File: src/rtl/fetch_ctrl_if.sv
// Fetch sequencer bus: ROM address/data, decode valid/ready slot, redirect/halt control and status.
interface fetch_ctrl_if;
  logic [31:0] pc_o;
  logic [31:0] rom_inst_i;
  logic [31:0] inst_o;
  logic [31:0] inst_pc_o;
  logic        inst_valid_o;
  logic        inst_ready_i;
  logic        redirect_i;
  logic [31:0] redirect_pc_i;
  logic        halt_i;
  logic        halted_o;
  logic        fetch_err_o;
  logic [31:0] inst_cnt_o;

  // Fetch controller side
  modport master (
    output pc_o, inst_o, inst_pc_o, inst_valid_o, halted_o, fetch_err_o, inst_cnt_o,
    input  rom_inst_i, inst_ready_i, redirect_i, redirect_pc_i, halt_i
  );

  // ROM / decode / control side
  modport slave (
    input  pc_o, inst_o, inst_pc_o, inst_valid_o, halted_o, fetch_err_o, inst_cnt_o,
    output rom_inst_i, inst_ready_i, redirect_i, redirect_pc_i, halt_i
  );
endinterface

File: src/rtl/fetch_ctrl.sv
// Instruction-fetch sequencer: owns the PC, fetches from a combinational ROM into a
// one-entry valid/ready slot, handles redirects, halt/resume and sticky range errors.
module fetch_ctrl #(
  parameter logic [31:0] RESET_PC  = 32'h0040_0024,
  parameter int unsigned ROM_DEPTH = 64
) (
  input  logic         clk,
  input  logic         rst_n,
  fetch_ctrl_if.master bus
);

  localparam logic [31:0] WIN_BYTES = 32'(4 * ROM_DEPTH);

  typedef enum logic [1:0] {IDLE, RUN, HALT, ERR} state_t;

  state_t      state;
  logic [31:0] pc;
  logic [31:0] inst;
  logic [31:0] inst_pc;
  logic        inst_valid;
  logic        halted;
  logic        fetch_err;
  logic [31:0] inst_cnt;
  logic        adv;
  logic        accept;

  // Word-aligned and inside the ROM window; unsigned wrap makes addresses below base fail.
  function automatic logic in_range(input logic [31:0] p);
    return (p[1:0] == 2'b00) && ((p - RESET_PC) < WIN_BYTES);
  endfunction

  assign adv    = !inst_valid || bus.inst_ready_i;
  assign accept = inst_valid && bus.inst_ready_i;

  // Sequencer FSM with all outputs registered alongside the state.
  always_ff @(posedge clk) begin
    if (!rst_n) begin
      state      <= IDLE;
      pc         <= RESET_PC;
      inst       <= '0;
      inst_pc    <= '0;
      inst_valid <= 1'b0;
      halted     <= 1'b0;
      fetch_err  <= 1'b0;
      inst_cnt   <= '0;
    end else begin
      // An accepted word counts even when a redirect flushes the slot this cycle.
      if (accept && state != ERR) inst_cnt <= inst_cnt + 32'd1;

      case (state)
        IDLE: state <= RUN;

        RUN: begin
          if (bus.redirect_i) begin
            inst_valid <= 1'b0;
            if (in_range(bus.redirect_pc_i)) begin
              pc <= bus.redirect_pc_i;
            end else begin
              state     <= ERR;
              fetch_err <= 1'b1;
            end
          end else if (bus.halt_i) begin
            state  <= HALT;
            halted <= 1'b1;
            if (accept) inst_valid <= 1'b0;
          end else if (adv) begin
            if (in_range(pc)) begin
              inst       <= bus.rom_inst_i;
              inst_pc    <= pc;
              inst_valid <= 1'b1;
              pc         <= pc + 32'd4;
            end else begin
              state      <= ERR;
              fetch_err  <= 1'b1;
              inst_valid <= 1'b0;
            end
          end
        end

        HALT: begin
          if (accept) inst_valid <= 1'b0;
          if (bus.redirect_i) begin
            inst_valid <= 1'b0;
            halted     <= 1'b0;
            if (in_range(bus.redirect_pc_i)) begin
              state <= RUN;
              pc    <= bus.redirect_pc_i;
            end else begin
              state     <= ERR;
              fetch_err <= 1'b1;
            end
          end
        end

        ERR: begin
          inst_valid <= 1'b0;
          fetch_err  <= 1'b1;
        end
      endcase
    end
  end

  assign bus.pc_o         = pc;
  assign bus.inst_o       = inst;
  assign bus.inst_pc_o    = inst_pc;
  assign bus.inst_valid_o = inst_valid;
  assign bus.halted_o     = halted;
  assign bus.fetch_err_o  = fetch_err;
  assign bus.inst_cnt_o   = inst_cnt;

endmodule

File: src/flat_wrapper.sv
// flat-port wrapper written by rule: the top's interface ports become plain ports
module fetch_ctrl_flat 
#(
  parameter logic [31:0] RESET_PC  = 32'h0040_0024,
  parameter int unsigned ROM_DEPTH = 64
)
  (clk, rst_n, bus_pc_o, bus_inst_o, bus_inst_pc_o, bus_inst_valid_o, bus_halted_o, bus_fetch_err_o, bus_inst_cnt_o, bus_rom_inst_i, bus_inst_ready_i, bus_redirect_i, bus_redirect_pc_i, bus_halt_i);
  fetch_ctrl_if bus_i ();
  input  logic clk;
  input  logic rst_n;
  output wire logic [$bits(bus_i.pc_o)-1:0] bus_pc_o;
  output wire logic [$bits(bus_i.inst_o)-1:0] bus_inst_o;
  output wire logic [$bits(bus_i.inst_pc_o)-1:0] bus_inst_pc_o;
  output wire logic [$bits(bus_i.inst_valid_o)-1:0] bus_inst_valid_o;
  output wire logic [$bits(bus_i.halted_o)-1:0] bus_halted_o;
  output wire logic [$bits(bus_i.fetch_err_o)-1:0] bus_fetch_err_o;
  output wire logic [$bits(bus_i.inst_cnt_o)-1:0] bus_inst_cnt_o;
  input wire logic [$bits(bus_i.rom_inst_i)-1:0] bus_rom_inst_i;
  input wire logic [$bits(bus_i.inst_ready_i)-1:0] bus_inst_ready_i;
  input wire logic [$bits(bus_i.redirect_i)-1:0] bus_redirect_i;
  input wire logic [$bits(bus_i.redirect_pc_i)-1:0] bus_redirect_pc_i;
  input wire logic [$bits(bus_i.halt_i)-1:0] bus_halt_i;
  assign bus_pc_o = bus_i.pc_o;
  assign bus_inst_o = bus_i.inst_o;
  assign bus_inst_pc_o = bus_i.inst_pc_o;
  assign bus_inst_valid_o = bus_i.inst_valid_o;
  assign bus_halted_o = bus_i.halted_o;
  assign bus_fetch_err_o = bus_i.fetch_err_o;
  assign bus_inst_cnt_o = bus_i.inst_cnt_o;
  assign bus_i.rom_inst_i = bus_rom_inst_i;
  assign bus_i.inst_ready_i = bus_inst_ready_i;
  assign bus_i.redirect_i = bus_redirect_i;
  assign bus_i.redirect_pc_i = bus_redirect_pc_i;
  assign bus_i.halt_i = bus_halt_i;
  fetch_ctrl #(.RESET_PC(RESET_PC), .ROM_DEPTH(ROM_DEPTH)) u_core (.clk(clk), .rst_n(rst_n), .bus(bus_i));
endmodule
File: config.mk
export PLATFORM = sky130hd
export DESIGN_NAME = fetch_ctrl_flat
export DESIGN_NICKNAME = d
export VERILOG_FILES = /design/src/rtl/fetch_ctrl_if.sv /design/src/rtl/fetch_ctrl.sv /design/src/flat_wrapper.sv
export SDC_FILE = /design/constraint.sdc
export NUM_CORES = 1
export LEC_CHECK = 0
export ABC_AREA = 1
export BUFFER_PORTS_ARGS = -buffer_cell sky130_fd_sc_hd__buf_4
export CAP_MARGIN = 5
export CELL_PAD_IN_SITES_DETAIL_PLACEMENT = 1
export CELL_PAD_IN_SITES_GLOBAL_PLACEMENT = 1
export CORE_UTILIZATION = 35
export CTS_CLUSTER_DIAMETER = 60
export CTS_CLUSTER_SIZE = 16
export DETAILED_ROUTE_END_ITERATION = 16
export PLACE_DENSITY = 0.75
export SETUP_SLACK_MARGIN = 0.5
export SLEW_MARGIN = 10
export SYNTH_ARGS = -nofsm -noshare
export SYNTH_HDL_FRONTEND = slang
export SYNTH_SLANG_ARGS = --single-unit
File: constraint.sdc
create_clock -name clk -period 7.4 [get_ports clk]
set_clock_uncertainty 0.15 [all_clocks]
set_input_delay 0 -clock clk [delete_from_list [all_inputs] [get_ports clk]]
set_output_delay 0 -clock clk [all_outputs]
set_load 0.1 [all_outputs]
### Yosys cells after proc, flatten, opt, wreduce, memory -nomap -nowiden

Cells that the tools add are included.
Widths: inputs -> output; s select.

| cells by class | value |
|---|---|
| add/sub/neg operators | 4 |
| multipliers | 0 |
| div/mod/pow operators | 0 |
| magnitude comparators | 2 |
| equality and inequality tests | 14 |
| shift operators | 0 |
| mux-type cells | 33 |
| bitwise gates (word level) | 2 |
| reduce and logical (&&, ||, !) cells | 18 |

Operators with widths:

| kind | number |
|---|---|
| $mux 32 | 6 |
| $lt 32x9->1 const B | 2 |
| $pmux 32 s2 | 1 |
| $sub 32x23->32 const B | 2 |
| $add 32x1->32 const B | 1 |
| $add 32x3->32 const B | 1 |
| $reduce_and 5->1 | 4 |
| $mux 1 | 15 |
| $mux 2 | 7 |
| $ne 3x3->1 const B | 3 |
| $ne 2x2->1 const B | 4 |
| $logic_not 2->1 | 3 |
| $ne 3x2->1 const B | 2 |
| $pmux 1 s3 | 2 |
| $pmux 2 s3 | 1 |
| $reduce_bool 3->1 | 2 |
| $eq 2x2->1 const B | 2 |
| $logic_and 1x1->1 | 4 |
| $ne 4x3->1 const B | 1 |
| $ne 4x4->1 const B | 1 |
| $reduce_and 4->1 | 1 |
| $eq 2x1->1 const B | 1 |
| $not 1->1 | 2 |
| $pmux 1 s2 | 1 |
| 4 further kinds | 4 |

| storage, ports and cells | value |
|---|---|
| register bits after elaboration | 133 |
| latch bits | 0 |
| bits in writable memories | 0 |
| bits in read-only memories | 0 |
| bits of input ports | 69 |
| output and inout port bits | 131 |
| memories | 0 |

### Logic depth before layout (Yosys ltp)

| logic depth | value |
|---|---|
| depth in word-level cells | 8 |
| depth in mapped cells | 21 |

### Least setup slack after synthesis

No wires, ideal clock.

| timing path | value |
|---|---|
| path kind | register to register |
| start | reg u_core.pc[2] (netlist: u_core.bus.pc_o[2]) |
| end | reg u_core.inst_pc[11] (netlist: u_core.bus.inst_pc_o[11]) |
| setup time | 115 ps |
| data arrival time | 2961 ps |
| data required time | 7135 ps |
| slack | 4173 ps |
| cell stages (with the launch flop) | 21 |
| period minus slack after synthesis | 3227 ps |
| cell sequence | dfxtp_1 > inv_1 > ha_1 > inv_1 > nand2_1 > nand2_2 > nor2_2 > nand3_1 > nand2_1 > nand3_1 > nand2_1 > nor2_1 > nand3_1 > nor2_1 > nand2_2 > nor2_4 > nand3_2 > buf_6 > buf_2 > nand3_1 > inv_1 |

| on the way | value |
|---|---|
| cells in the longest elaborated chain, start to end | 4 |

Ends and longest elaborated chain:

| what | RTL line | source |
|---|---|---|
| start, declared | fetch_ctrl.sv:17 | `logic [31:0] pc;` |
| start signal, assigned | fetch_ctrl.sv:57 | `pc <= bus.redirect_pc_i;` |
| start signal, assigned | fetch_ctrl.sv:71 | `pc <= pc + 32'd4;` |
| start signal, assigned | fetch_ctrl.sv:87 | `pc <= bus.redirect_pc_i;` |
| $sub 32x23->32 | fetch_ctrl.sv:29 | `return (p[1:0] == 2'b00) && ((p - RESET_PC) < WIN_BYTES);` |
| $lt 32x9->1 | fetch_ctrl.sv:29 |  |
| $logic_and 1x1->1 | fetch_ctrl.sv:29 |  |
| $reduce_and 5->1 (no line) | n/a |  |
| end signal, assigned | fetch_ctrl.sv:69 | `inst_pc <= pc;` |
| end, declared | fetch_ctrl.sv:19 | `logic [31:0] inst_pc;` |

Every way passes these cells.
A chain may end at the register's enable or synchronous reset.

### Final worst setup path

| timing path | value |
|---|---|
| start | reg u_core.pc[22] (netlist: u_core.bus.pc_o[22]) |
| end | reg u_core.pc[29] (netlist: u_core.bus.pc_o[29]) |

| on the way | value |
|---|---|
| cells in the longest elaborated chain, start to end | 6 |
| elaborated cells on any way between the ends | 11 |
| those cells by class | add/sub: 2; order compare: 1; eq/ne: 1; mux: 5; reduce/logical: 2 |

Ends and longest elaborated chain:

| what |
|---|
| branches (longest 6 deep; another with $sub 32x23->32) |

Parallel ways; which one is timed is not known. The select of a mux whose other input is x is not followed.

==> run metrics <==
run status finished clean; Post-Route Hold Slack 0.00773 ns; initial antenna violation count 1; most frequent standard cell in the layout excluding fill and tap cells sky130_fd_sc_hd__nand2_1; Post-synth EDFFs 0; First-pass DRT Iterations 4; minimum setup slack in the final design between 3 and 4 ns; wirelength, routed 30.1 mm; via density per instance 4.84; Die X approximately 160 µm; count of final setup violators 0; remaining max-slew budget at the tightest pin between 20 and 30%; Period Utilization, post-route roughly 52%; buffers inserted during post-CTS setup optimization 0; number of CTS-inserted buffers 17; family with the most delay on the worst path simple AND/OR/NAND/NOR gates; max-slew violation count 0; overall overflow remaining after global route 0; remaining antenna violation count 0; length in cells of the worst reg-to-reg path 16; worst-path maximum fanout 14; Critical-path top delay cell sky130_fd_sc_hd__a21boi_2; total leakage power 5.76 nW; GRT Util Overall about a quarter; number of synthesized register bits ~130; weighted congestion reported at the end of routability-driven placement 0.942; Critical Path Sink Type flip-flop; Fin Setup TNS 0 ns; Max IR drop VDD about 0.20 mV; warnings from Yosys 0; fraction of post-synthesis cell area in the top cell type by area 32.4%; net count after synthesis between 1,000 and 1,500; Main synth FF type sky130_fd_sc_hd__dfxtp_1; via count of the first global-routing pass 9,664; post-place setup slack about 4.1 ns; H-tree lvl count 4; commonest cells after routing, fill and taps aside 409 x sky130_fd_sc_hd__nand2_1, 272 x sky130_fd_sc_hd__nor2_1, 213 x sky130_fd_sc_hd__inv_1; count of final hold-check violations 0; buffer depth of the longest clock path 2; area leader, netlist sky130_fd_sc_hd__dfxtp_1; count of cell instances traversed by the critical path 16; WL per Instance around 15 µm; actual transition at the worst max-transition pin between 1 and 1.5 ns; Die Height 155 µm; hold crit path type primary input to flip-flop; share of post-route cells with drive strength above 1 around 16%; post-synthesis sequential area ratio between 30% and 40%; Total Die Area roughly 24,000 µm²; required time of the critical path between 7 and 8 ns; placeable core region about 23,000 µm²; pin count of the biggest net entering global routing 105; CP max stage delay roughly 0.7 ns; worst path buffer plus inverter count 1; number of DRC violations after detailed-routing iteration 0 about 330; number of nets in the layout between 1,500 and 2,000; top-level port count 200; Layout area overhead 35.1%; Fmax achieved 0.262 GHz; total clock sinks 133; # rows 55; setup repair after global routing missed its margin false; ordered cell list for the critical path nand2_1, nor2_1, nand2_1, nor2_1, nand2_1, nand3_1, nand2_1, nor2_1, nand3_1, nor2_1, nand2_2, a21boi_2, nand3_1, nand2_1, dlygate4sd3_1, nor2_1; path type of the worst setup path flip-flop to flip-flop; Placed Instance Area 9940 µm²; ranking of synthesized cells by area sky130_fd_sc_hd__dfxtp_1 32%, sky130_fd_sc_hd__nand2_1 19%, sky130_fd_sc_hd__nor2_1 12%; post-synthesis average cell area 5.80 µm²; number of standard cells after synthesis around 1,400; proportion of synthesized flip-flops having asynchronous set or reset 0%; time the worst path needs with I/O delays and setup 3.82 ns; wire length of the first global-routing pass 49.2 mm; crit path DAT 3.99 ns; starting density of the core 36.0%; P per Cell Area 334 nW/µm²; half-perimeter wire length of the detailed placement result 21.8 mm; Port Buf Inserts between 150 and 200; later-pin clock latency in the skew report approximately 0.43 ns; max-capacitance violation count 0; type of origin of the critical path flip-flop; clock tree root driver cell sky130_fd_sc_hd__clkbuf_16; number of vias in the routed layout slightly below 10,000; Synth cell types 38; Clk pin slew, worst setup/hold paths ~0.07 ns; fin area between 10,000 and 15,000 µm²; clock tree from TritonCTS yes; hold-critical path depth 8; Remaining DRCs 0; area of the mapped netlist roughly 8200 µm²
==> per-layer routing <==
layer / up-vias / track usage [%] / wire, µm
li1: 4852 / - / -
met1: 4502 / 31.3 / 13600
met2: 201 / 45.1 / 14600
met3: 46 / 4.46 / 1250
met4: 0 / 8.12 / 684
met5: - / 0 / 0
==> Yosys cell counts (10+ instances only) <==
cell and n:
sky130_fd_sc_hd__xor2_1 10, sky130_fd_sc_hd__buf_2 14, sky130_fd_sc_hd__clkbuf_1 18, sky130_fd_sc_hd__nor2_2 12, sky130_fd_sc_hd__nand2_1 409, sky130_fd_sc_hd__dfxtp_1 133
sky130_fd_sc_hd__inv_1 213, sky130_fd_sc_hd__nand4_1 31, sky130_fd_sc_hd__nand3_1 102, sky130_fd_sc_hd__o21ai_0 32, sky130_fd_sc_hd__nor2_1 273, sky130_fd_sc_hd__nor3_1 38
sky130_fd_sc_hd__a21oi_1 64
==> state kept, by name, summed over array words and instances (netlist names) <==
name and cells:
u_core.bus.inst_o 32, u_core.bus.inst_cnt_o 32, u_core.bus.fetch_err_o 1, u_core.bus.inst_valid_o 1
u_core.state 2, u_core.bus.pc_o 32, u_core.bus.halted_o 1, u_core.bus.inst_pc_o 32
==> final cells by class <==
class | count | area [µm²]
Clock buffer | 17 | 425
Sequential cell | 133 | 2660
Timing Repair Buffer | 259 | 2080
Tap cell | 313 | 392
Fill cell | 3162 | 11700
Multi-Input combinational cell | 1022 | 4510
Inverter | 222 | 833
Clock inverter | 15 | 205
Antenna cell | 1 | 2.50
==> path summary, 6_finish.rpt <==
check,slack [ns],from,end
hold / removal,0.008,bus_redirect_pc_i[28],u_core.bus.pc_o[8]
hold reg to reg,0.30,u_core.bus.inst_pc_o[22],u_core.bus.inst_pc_o[22]
setup reg to reg,3.58,u_core.bus.pc_o[22],u_core.bus.pc_o[29]
setup / recovery,3.58,u_core.bus.pc_o[22],u_core.bus.pc_o[29]
==> what timing repair did <==
action	4_1_cts	5_1_grt
hold endpoints to repair	86	0
resized for setup	0	0
hold buffers	54	0
==> tightest hold or removal path, cell delays in order <==
cell and delay, ns:
sky130_fd_sc_hd__buf_4 0.10, sky130_fd_sc_hd__a21oi_1 0.05, sky130_fd_sc_hd__nand3_1 0.05, sky130_fd_sc_hd__nor2_1 0.08, sky130_fd_sc_hd__nand4_1 0.09, sky130_fd_sc_hd__nand2_1 0.06, sky130_fd_sc_hd__nand2_1 0.06, sky130_fd_sc_hd__a21oi_1 0.05
==> report_power, final <==
group,leakage (nW),switching [W],total (W),internal (W)
Clock,0.307,0.000405,0.000926,0.000521
Sequential,1.07,0.000111,0.000893,0.000781
Combinational,4.38,0.00137,0.00189,0.000523
==> logic make-up after synthesis <==
group | count (synthesis) | share of synthesized area (%)
AOI/OAI and AO/OA | 108 | 6.92
xor gates and xnor gates | 11 | 1.17
adders and majority gates | 7 | 1.06
buffers and inverters | 263 | 12.9
DFF | 133 | 32.4
and+or+nand+nor | 896 | 45.6
==> stage by stage <==
stage               total power, W  util (%)  cells
floorplan                  0.00228         -   1418
global placement           0.00272      43.5   1895
detailed placement         0.00274      43.5   1895
CTS                        0.00373      48.6   1981
global route               0.00399      48.6   1982
finish                     0.00371      48.6   1982
Power figures use the tool's default switching activity.
